==> src/rtl/uart_cmd_assembler.sv <==
// ---------------------------------------------------------------------------
// uart_cmd_assembler
//
// Packs NUM_BYTES consecutive bytes from the UART byte receiver, MSB-first,
// into one CMD_W-bit command word and presents it to the command decoder.
// A stale partial command is dropped after TIMEOUT_CYC idle cycles so the
// byte stream can resynchronise.
//
// Optional feature macro: UART_CMD_OVERRUN_EN
//   defined   : bytes arriving while a command is held are consumed and
//               dropped, and the sticky overrun flag is raised.
//   undefined : a held command back-pressures the receiver; overrun is 0.
//
// Ports
//   clk          in   1      system clock, rising edge
//   rst          in   1      synchronous active-high reset
//   rx_data      in   8      byte from receiver, valid while rx_rdy=1
//   rx_rdy       in   1      receiver byte-ready
//   clr_rx_rdy   out  1      combinational byte-accept strobe to receiver
//   cmd          out  CMD_W  assembled command, first byte in the MSBs
//   cmd_rdy      out  1      command valid, held until clr_cmd_rdy
//   clr_cmd_rdy  in   1      consumer acknowledge
//   timeout      out  1      one-cycle pulse when a partial command is dropped
//   overrun      out  1      sticky overrun flag
// ---------------------------------------------------------------------------
module uart_cmd_assembler #(
  parameter  int NUM_BYTES   = 2,
  parameter  int TIMEOUT_CYC = 26040,
  localparam int CMD_W       = 8 * NUM_BYTES
) (
  input  logic             clk,
  input  logic             rst,
  input  logic [7:0]       rx_data,
  input  logic             rx_rdy,
  output logic             clr_rx_rdy,
  output logic [CMD_W-1:0] cmd,
  output logic             cmd_rdy,
  input  logic             clr_cmd_rdy,
  output logic             timeout,
  output logic             overrun
);

  localparam int SH_W  = CMD_W - 8;               // bytes held before the last one
  localparam int TMR_W = $clog2(TIMEOUT_CYC);
  localparam int CNT_W = $clog2(NUM_BYTES + 1);

  typedef enum logic [1:0] {
    IDLE    = 2'd0,
    COLLECT = 2'd1,
    HOLD    = 2'd2
  } state_t;

  state_t           state;
  state_t           state_next;
  logic [SH_W-1:0]  shift;
  logic [CNT_W-1:0] byte_cnt;
  logic [TMR_W-1:0] timer;

  logic             accept;     // strobe returned to the receiver
  logic             take;       // accepted byte is actually stored
  logic             last;       // stored byte completes the command
  logic             tmo_hit;    // partial command expires this cycle
  logic [CMD_W-1:0] word_next;  // held bytes plus the incoming byte

  assign word_next = {shift, rx_data};

  // State register.
  always_ff @(posedge clk) begin
    if (rst) begin
      state <= IDLE;
    end else begin
      state <= state_next;
    end
  end

  // Next-state logic.
  always_comb begin
    state_next = state;
    case (state)
      IDLE: begin
        if (take) begin
          state_next = last ? HOLD : COLLECT;
        end else begin
          state_next = IDLE;
        end
      end
      COLLECT: begin
        if (take) begin
          state_next = last ? HOLD : COLLECT;
        end else if (tmo_hit) begin
          state_next = IDLE;
        end else begin
          state_next = COLLECT;
        end
      end
      HOLD: begin
        if (clr_cmd_rdy) begin
          state_next = IDLE;
        end else begin
          state_next = HOLD;
        end
      end
      default: state_next = IDLE;
    endcase
  end

  // Output / handshake decode. Reset suppresses the accept strobe.
  always_comb begin
    accept = 1'b0;
    take   = 1'b0;
    case (state)
      IDLE, COLLECT: begin
        accept = rx_rdy & ~rst;
        take   = rx_rdy & ~rst;
      end
      HOLD: begin
`ifdef UART_CMD_OVERRUN_EN
        // Byte is consumed but never stored.
        accept = rx_rdy & ~rst;
`else
        accept = 1'b0;
`endif
        take   = 1'b0;
      end
      default: begin
        accept = 1'b0;
        take   = 1'b0;
      end
    endcase
    last    = take & (byte_cnt == CNT_W'(NUM_BYTES - 1));
    // An accept on the final timer cycle wins over the timeout.
    tmo_hit = (state == COLLECT) & ~take & (timer == TMR_W'(TIMEOUT_CYC - 1));
  end

  assign clr_rx_rdy = accept;

  // Byte shift register, byte counter and inter-byte timer.
  always_ff @(posedge clk) begin
    if (rst) begin
      shift    <= '0;
      byte_cnt <= '0;
      timer    <= '0;
    end else if (take) begin
      shift    <= word_next[SH_W-1:0];
      byte_cnt <= byte_cnt + CNT_W'(1);
      timer    <= '0;
    end else if (tmo_hit) begin
      shift    <= '0;
      byte_cnt <= '0;
      timer    <= '0;
    end else if (state == COLLECT) begin
      timer    <= timer + TMR_W'(1);
    end else if ((state == HOLD) && clr_cmd_rdy) begin
      byte_cnt <= '0;
      timer    <= '0;
    end else begin
      timer    <= '0;
    end
  end

  // Command word and ready flag; cmd keeps its value after acknowledge.
  always_ff @(posedge clk) begin
    if (rst) begin
      cmd     <= '0;
      cmd_rdy <= 1'b0;
    end else if (last) begin
      cmd     <= word_next;
      cmd_rdy <= 1'b1;
    end else if ((state == HOLD) && clr_cmd_rdy) begin
      cmd_rdy <= 1'b0;
    end else begin
      cmd_rdy <= cmd_rdy;
    end
  end

  // Timeout pulse.
  always_ff @(posedge clk) begin
    if (rst) begin
      timeout <= 1'b0;
    end else begin
      timeout <= tmo_hit;
    end
  end

  // Sticky overrun flag; acknowledge wins over a same-cycle overrun.
  always_ff @(posedge clk) begin
    if (rst) begin
      overrun <= 1'b0;
    end else begin
`ifdef UART_CMD_OVERRUN_EN
      if ((state == HOLD) && clr_cmd_rdy) begin
        overrun <= 1'b0;
      end else if ((state == HOLD) && accept) begin
        overrun <= 1'b1;
      end else begin
        overrun <= overrun;
      end
`else
      overrun <= 1'b0;
`endif
    end
  end

endmodule

==> config.mk <==
export PLATFORM = sky130hd
export DESIGN_NAME = uart_cmd_assembler
export DESIGN_NICKNAME = d
export VERILOG_FILES = /design/src/rtl/uart_cmd_assembler.sv
export SDC_FILE = /design/constraint.sdc
export NUM_CORES = 1
export LEC_CHECK = 0
export BUFFER_PORTS_ARGS = -buffer_cell sky130_fd_sc_hd__buf_2
export CAP_MARGIN = 15
export CELL_PAD_IN_SITES_DETAIL_PLACEMENT = 0
export CELL_PAD_IN_SITES_GLOBAL_PLACEMENT = 1
export CORE_ASPECT_RATIO = 1.25
export CORE_UTILIZATION = 36
export CTS_BUF_LIST = sky130_fd_sc_hd__clkbuf_16
export DETAILED_ROUTE_END_ITERATION = 12
export PLACE_DENSITY = 0.84
export SLEW_MARGIN = 40
export SYNTH_ARGS = -nofsm -noshare
export SYNTH_HDL_FRONTEND = slang
export SYNTH_SLANG_ARGS = --single-unit
==> constraint.sdc <==
create_clock -name clk -period 1.9 [get_ports clk]
set_clock_uncertainty 0.2 [all_clocks]
set_input_delay 0.38 -clock clk [delete_from_list [all_inputs] [get_ports clk]]
set_output_delay 0.38 -clock clk [all_outputs]
set_load 0.01 [all_outputs]
==> results of run 1 <==
-- Yosys cell counts (2+ instances only) --
cell	n	area [sq um]
o21ai_0	3	15.0
clkbuf_1	5	18.8
a21oi_1	20	100
xnor2_1	6	52.6
and3_1	3	18.8
or3_1	3	18.8
and2_1	2	12.5
buf_2	2	10.0
nor2b_1	2	12.5
a22o_1	8	70.1
nor3b_1	3	22.5
inv_1	4	15.0
xor2_1	5	43.8
ha_1	2	25.0
dfxtp_1	45	901
nand3_1	7	35.0
nand4_1	3	18.8
nand2_1	37	139
nor2_1	15	56.3
-- power by group --
group	internal, mW	leakage, nW	switching, mW
clock	0.622	0.0800	0.363
sequential	0.968	0.366	0.0151
combinational	0.0559	0.438	0.0652
total	1.65	0.885	0.444
-- layout make-up --
class	count	share of cell area
Sequential cell	45	0.401
Multi-Input combinational cell	135	0.359
Timing Repair Buffer	45	0.125
Clock buffer	5	0.0555
Tap cell	58	0.0322
Clock inverter	3	0.0205
Inverter	4	0.00666
-- worst max-delay path: stages, from the launching register on --
cell and delay [ps]:
dfxtp_1 310, or4b_4 540, nor4_4 250, buf_4 180
a221oi_4 80, a32o_1 230
-- per-layer routing --
| metal | wire (um) | share of wire | vias up |
|---|---|---|---|
| met5 | 0 | 0 | - |
| met4 | 58 | 0.016 | 0 |
| met3 | 182 | 0.049 | 6 |
| met2 | 1710 | 0.46 | 35 |
| met1 | 1770 | 0.48 | 695 |
| li1 | - | - | 750 |
-- sequential cells by signal, summed over array words and instances, names as in the netlist --
| name | flops |
|---|---|
| state | 2 |
| shift | 8 |
| cmd_rdy | 1 |
| byte_cnt | 2 |
| timeout | 1 |
| cmd | 16 |
| timer | 15 |
-- metrics by stage --
stage | hold slack [ps] | setup slack, ps | cells | area [sq um]
6_report | 124 | -13.0 | 295 | 2250
5_1_grt | 128 | -55.2 | 295 | 2250
4_1_cts | 115 | 61.0 | 293 | 2220
3_5_place_dp | 239 | -66.7 | 285 | 2040
3_3_place_gp | 225 | -62.7 | 285 | 2040
2_1_floorplan | 218 | 19.2 | 192 | 1740
-- kinds of logic after synthesis --
kind of cell,count (synthesis)
AND/OR/NAND/NOR,86
flip-flops,45
AO/OA/AOI/OAI,34
buffers and inverters,13
XOR/XNOR,11
adder cells (fa/ha/maj),2
other,1
-- how the worst min path moves through the flow --
stage	start	endpoint	slack, ps
floorplan	timer[0]	timer[0]	220
global placement	timer[0]	timer[0]	220
detailed placement	timer[0]	timer[0]	240
CTS	rst	state[0]	110
global route	rx_data[6]	shift[6]	130
finish	rst	state[0]	120
-- what timing repair did --
action                     CTS  global route
gates resized for setup      1             5
setup endpoints to repair    2             3
pin swaps                    1             6
hold buffers                 0             0
gates cloned                 0             1
setup buffers                0             1
==> flow_summary.ini, run 1 <==
[cells_and_area]
fillers = 448
drive_gt1_frac = 0.262
diodes = 0
regArea_sq_um = 903
syn_to_final_growth_pct = 29.3
nets = 250
fin_util = 0.498
layout_common_cells = 43 x dfxtp_1, 37 x nand2_1, 30 x buf_2
layout_commonest_cell = dfxtp_1
multi_input_area_sq_um = 810

[setup_path]
critPathKind = flip-flop to flip-flop
start_kind = flip-flop
end_kind = flip-flop
arrival_ps = 1890
critPathRequiredTime_ps = 1880
r2r_start = timer[9]
r2r_slack_ps = -10
endpoint = byte_cnt[1]
crit_start = timer[9]
worst-path-max-fanout = 5
r2r_cells = 5
r2r-end = byte_cnt[1]

[pwr]
p_leak_nw = 0.885
p_total_mw = 2.09
ir_worst_vdd_mv = 0.677
power_density_mw_per_mm2 = 927

[timing]
period_share = 1.01
hold_viol = 0
setup_ws_ps = -13.0
fmax_mhz = 523
setup_tns_ps = -13.0
period_needed_ps = 1910
setup_violations = 1
slew_viol_final = 0
rsz0062_at_grt = true

[global_route]
grt_use_met1 = 0.189
grtUsageMet2 = 0.258
grt-ovfl-total = 0
grt_max_degree = 17
grt_pass1_vias = 1382
top_usage_layer = met2
grt_pass1_wl_mm = 6.18
gr-usage-all-layers = 0.156
grt_antenna_before_repair = 0
grtUsageMet3 = 0.0414

[drt]
wl_per_cell_um = 12.6
drt_pre_antenna_iters = 4
route.detailed.drc = 0
vias_per_cell = 5.04
ant_nets = 0
vias = 1486
drtIter0Drc = 49
routed_wl_mm = 3.72

[hold_path]
holdCritPathClass = primary input to flip-flop
holdPathStages = 2

[synthesis]
syn_nets = 206
yosys_warnings = 0
synth_edf_count = 0
synthCells = 192
synth_top_family_by_area = simple AND/OR/NAND/NOR gates
synth_mux_area_frac = 0
ys_seq_area_frac = 0.516
synth_compound_area_frac = 0.126
async_reset_ff_frac = 0
synth-xor-area-share = 0.0552
avgSynthCellArea_sq_um = 9.08
synth_cell_types = 36
mappedNetlistArea_sq_mm = 0.00174
synth-simple-area-share = 0.250
synth_seq_cells = 45
synth_top_flop_cell = dfxtp_1
synthAdderAreaFrac = 0.0143

[run_status]
status = complete, but fails checks
violations = setup timing

[die]
fp.dieW_um = 64.3
core-area_sq_mm = 0.00453
dieArea_sq_mm = 0.00513
pin_count = 32
die_y_um = 79.8
initial_core_util = 0.385
num_rows = 27

[clock_tree]
cts-root-buf = clkbuf_16
clock_latency_ps = 290
numCtsBuffers = 5
cts.sinks = 45
clk_pin_slew_ps = 60
cts_tree = done
clk_path_buf_depth = 2
h-tree-depth = 2

[placement]
hpwl_mm = 2.57
gp_congestion = 0.829
port_buffers = 30

[job]
cap_violations = 0
Note: power is estimated with default switching activity, not from simulation.
==> inputs of run 2 (changes only) <==
--- a/config.mk
+++ b/config.mk
@@ -16,3 +16,2 @@
 export PLACE_DENSITY = 0.84
-export SLEW_MARGIN = 40
 export SYNTH_ARGS = -nofsm -noshare
--- a/constraint.sdc
+++ b/constraint.sdc
@@ -4,2 +4,2 @@
 set_output_delay 0.38 -clock clk [all_outputs]
-set_load 0.01 [all_outputs]
+set_load 0.02 [all_outputs]
==> flow_summary.ini, run 2 (synthesized netlist as in run 1, its figures left out) <==
[run_status]
status = complete, but fails checks
violations = setup timing

[cells_and_area]
layout_common_cells = 44 x dfxtp_1, 37 x nand2_1, 30 x buf_2
fin_util = 0.509
layout.cells.non_filler = 299
largest-register = cmd
diodes = 0
largestRegisters = cmd x16, timer x15, shift x8
regArea_sq_um = 902
drive_gt1_frac = 0.282
multi_input_area_sq_um = 827
layout_commonest_cell = dfxtp_1
nets = 254
fillers = 443
largest_reg_flops = 16
syn_to_final_growth_pct = 32.2

[global_route]
grt_max_degree = 17
grt_pass1_vias = 1445
gr-usage-all-layers = 0.164
grt_pass1_wl_mm = 6.55
grt_antenna_before_repair = 0
grt-ovfl-total = 0

[timing]
fmax_mhz = 521
setup_violations = 8
rsz0062_at_grt = true
setup_ws_ps = -19.6
hold_viol = 0
whs_ps = 120
period_share = 1.01
period_needed_ps = 1920
slew_viol_final = 0

[clock_tree]
clk_pin_slew_ps = 70
clk_path_buf_depth = 2
cts_tree = done
holdBufCountCts = 0
h-tree-depth = 2
cts.sinks = 45
numCtsBuffers = 5
cts-root-buf = clkbuf_16
clock_latency_ps = 280

[placement]
dp.cells = 285
gp_congestion = 0.829
port_buffers = 30
hpwl_mm = 2.53

[drt]
drt_pre_antenna_iters = 4
route.detailed.drc = 0
vias_per_cell = 4.94
routed_wl_mm = 3.85
ant_nets = 0
drtIter0Drc = 48
vias = 1477
wl_per_cell_um = 12.9

[setup_path]
start_kind = flip-flop
end_kind = flip-flop
critPathKind = flip-flop to flip-flop
critPathRequiredTime_ps = 1880
worst-path-max-fanout = 5
arrival_ps = 1900

[die]
num_rows = 27
pin_count = 32
die_y_um = 79.8
initial_core_util = 0.385
core-area_sq_mm = 0.00453
fp.dieW_um = 64.3
dieArea_sq_mm = 0.00513

[job]
cap_violations = 0

[pwr]
power_density_mw_per_mm2 = 919
p_leak_nw = 0.912
ir_worst_vdd_mv = 0.484

[hold_path]
holdCritPathClass = primary input to flip-flop
-- run 2: cell count changes in the layout (fill, tap and decap cells not counted), sizes merged --
cell | before | now
buf | 45 | 49
inv | 4 | 6
clkinv | 1 | 0
clkinvlp | 1 | 0
-- run 2: cell type report --
cell class,instances,share of cell area
well taps,58,0.0315
clock buffers,5,0.0543
multi-input cells,135,0.359
inverters,4,0.00651
flip-flops and latches,45,0.391
clock inverters,3,0.0206
repair buffers,49,0.137
-- run 2: worst max-delay path: stages, from the launching register on --
cell	delay, ps
dfxtp_2	320
or4b_4	540
nor4_4	250
buf_4	180
a221oi_4	90
a32o_1	240
-- run 2: what timing repair did --
action                                  4_1_cts  5_1_grt
gates cloned                                  0        1
gates resized for setup                       1       10
endpoints found under the setup margin        3       13
pin swaps                                     1       10
buffers inserted                              0        5
-- run 2: worst paths after layout --
| check | start | endpoint | slack (ps) | cells after the start |
|---|---|---|---|---|
| worst min-delay path | rst | state[0] | 120 | 2 |
| worst min register to register | timer[0] | timer[0] | 250 | 1 |
| worst max register to register | timer[12] | byte_cnt[1] | -20 | 5 |
| worst max-delay path | timer[12] | byte_cnt[1] | -20 | 5 |
-- run 2: per-layer routing --
metal,part of all wire,GRT usage
met1,0.48,0.199
met4,0.011,0.0600
met3,0.037,0.0486
met5,0,0
met2,0.47,0.273
-- run 2: metrics by stage --
step / power [mW] / instance area, sq um / TNS [ps] / setup slack (ps)
floorplan: 1.07 / 1740 / 0 / 19.2
global placement: 1.12 / 2040 / -189 / -57.4
detailed placement: 1.12 / 2040 / -515 / -85.0
CTS: 2.12 / 2220 / 0 / 28.7
global route: 2.19 / 2310 / -1100 / -73.3
finish: 2.12 / 2310 / -98.4 / -19.6
-- run 2: power breakdown --
| part | switching, mW | internal, mW |
|---|---|---|
| logic | 0.0759 | 0.0609 |
| clock network | 0.371 | 0.629 |
| registers | 0.0150 | 0.968 |
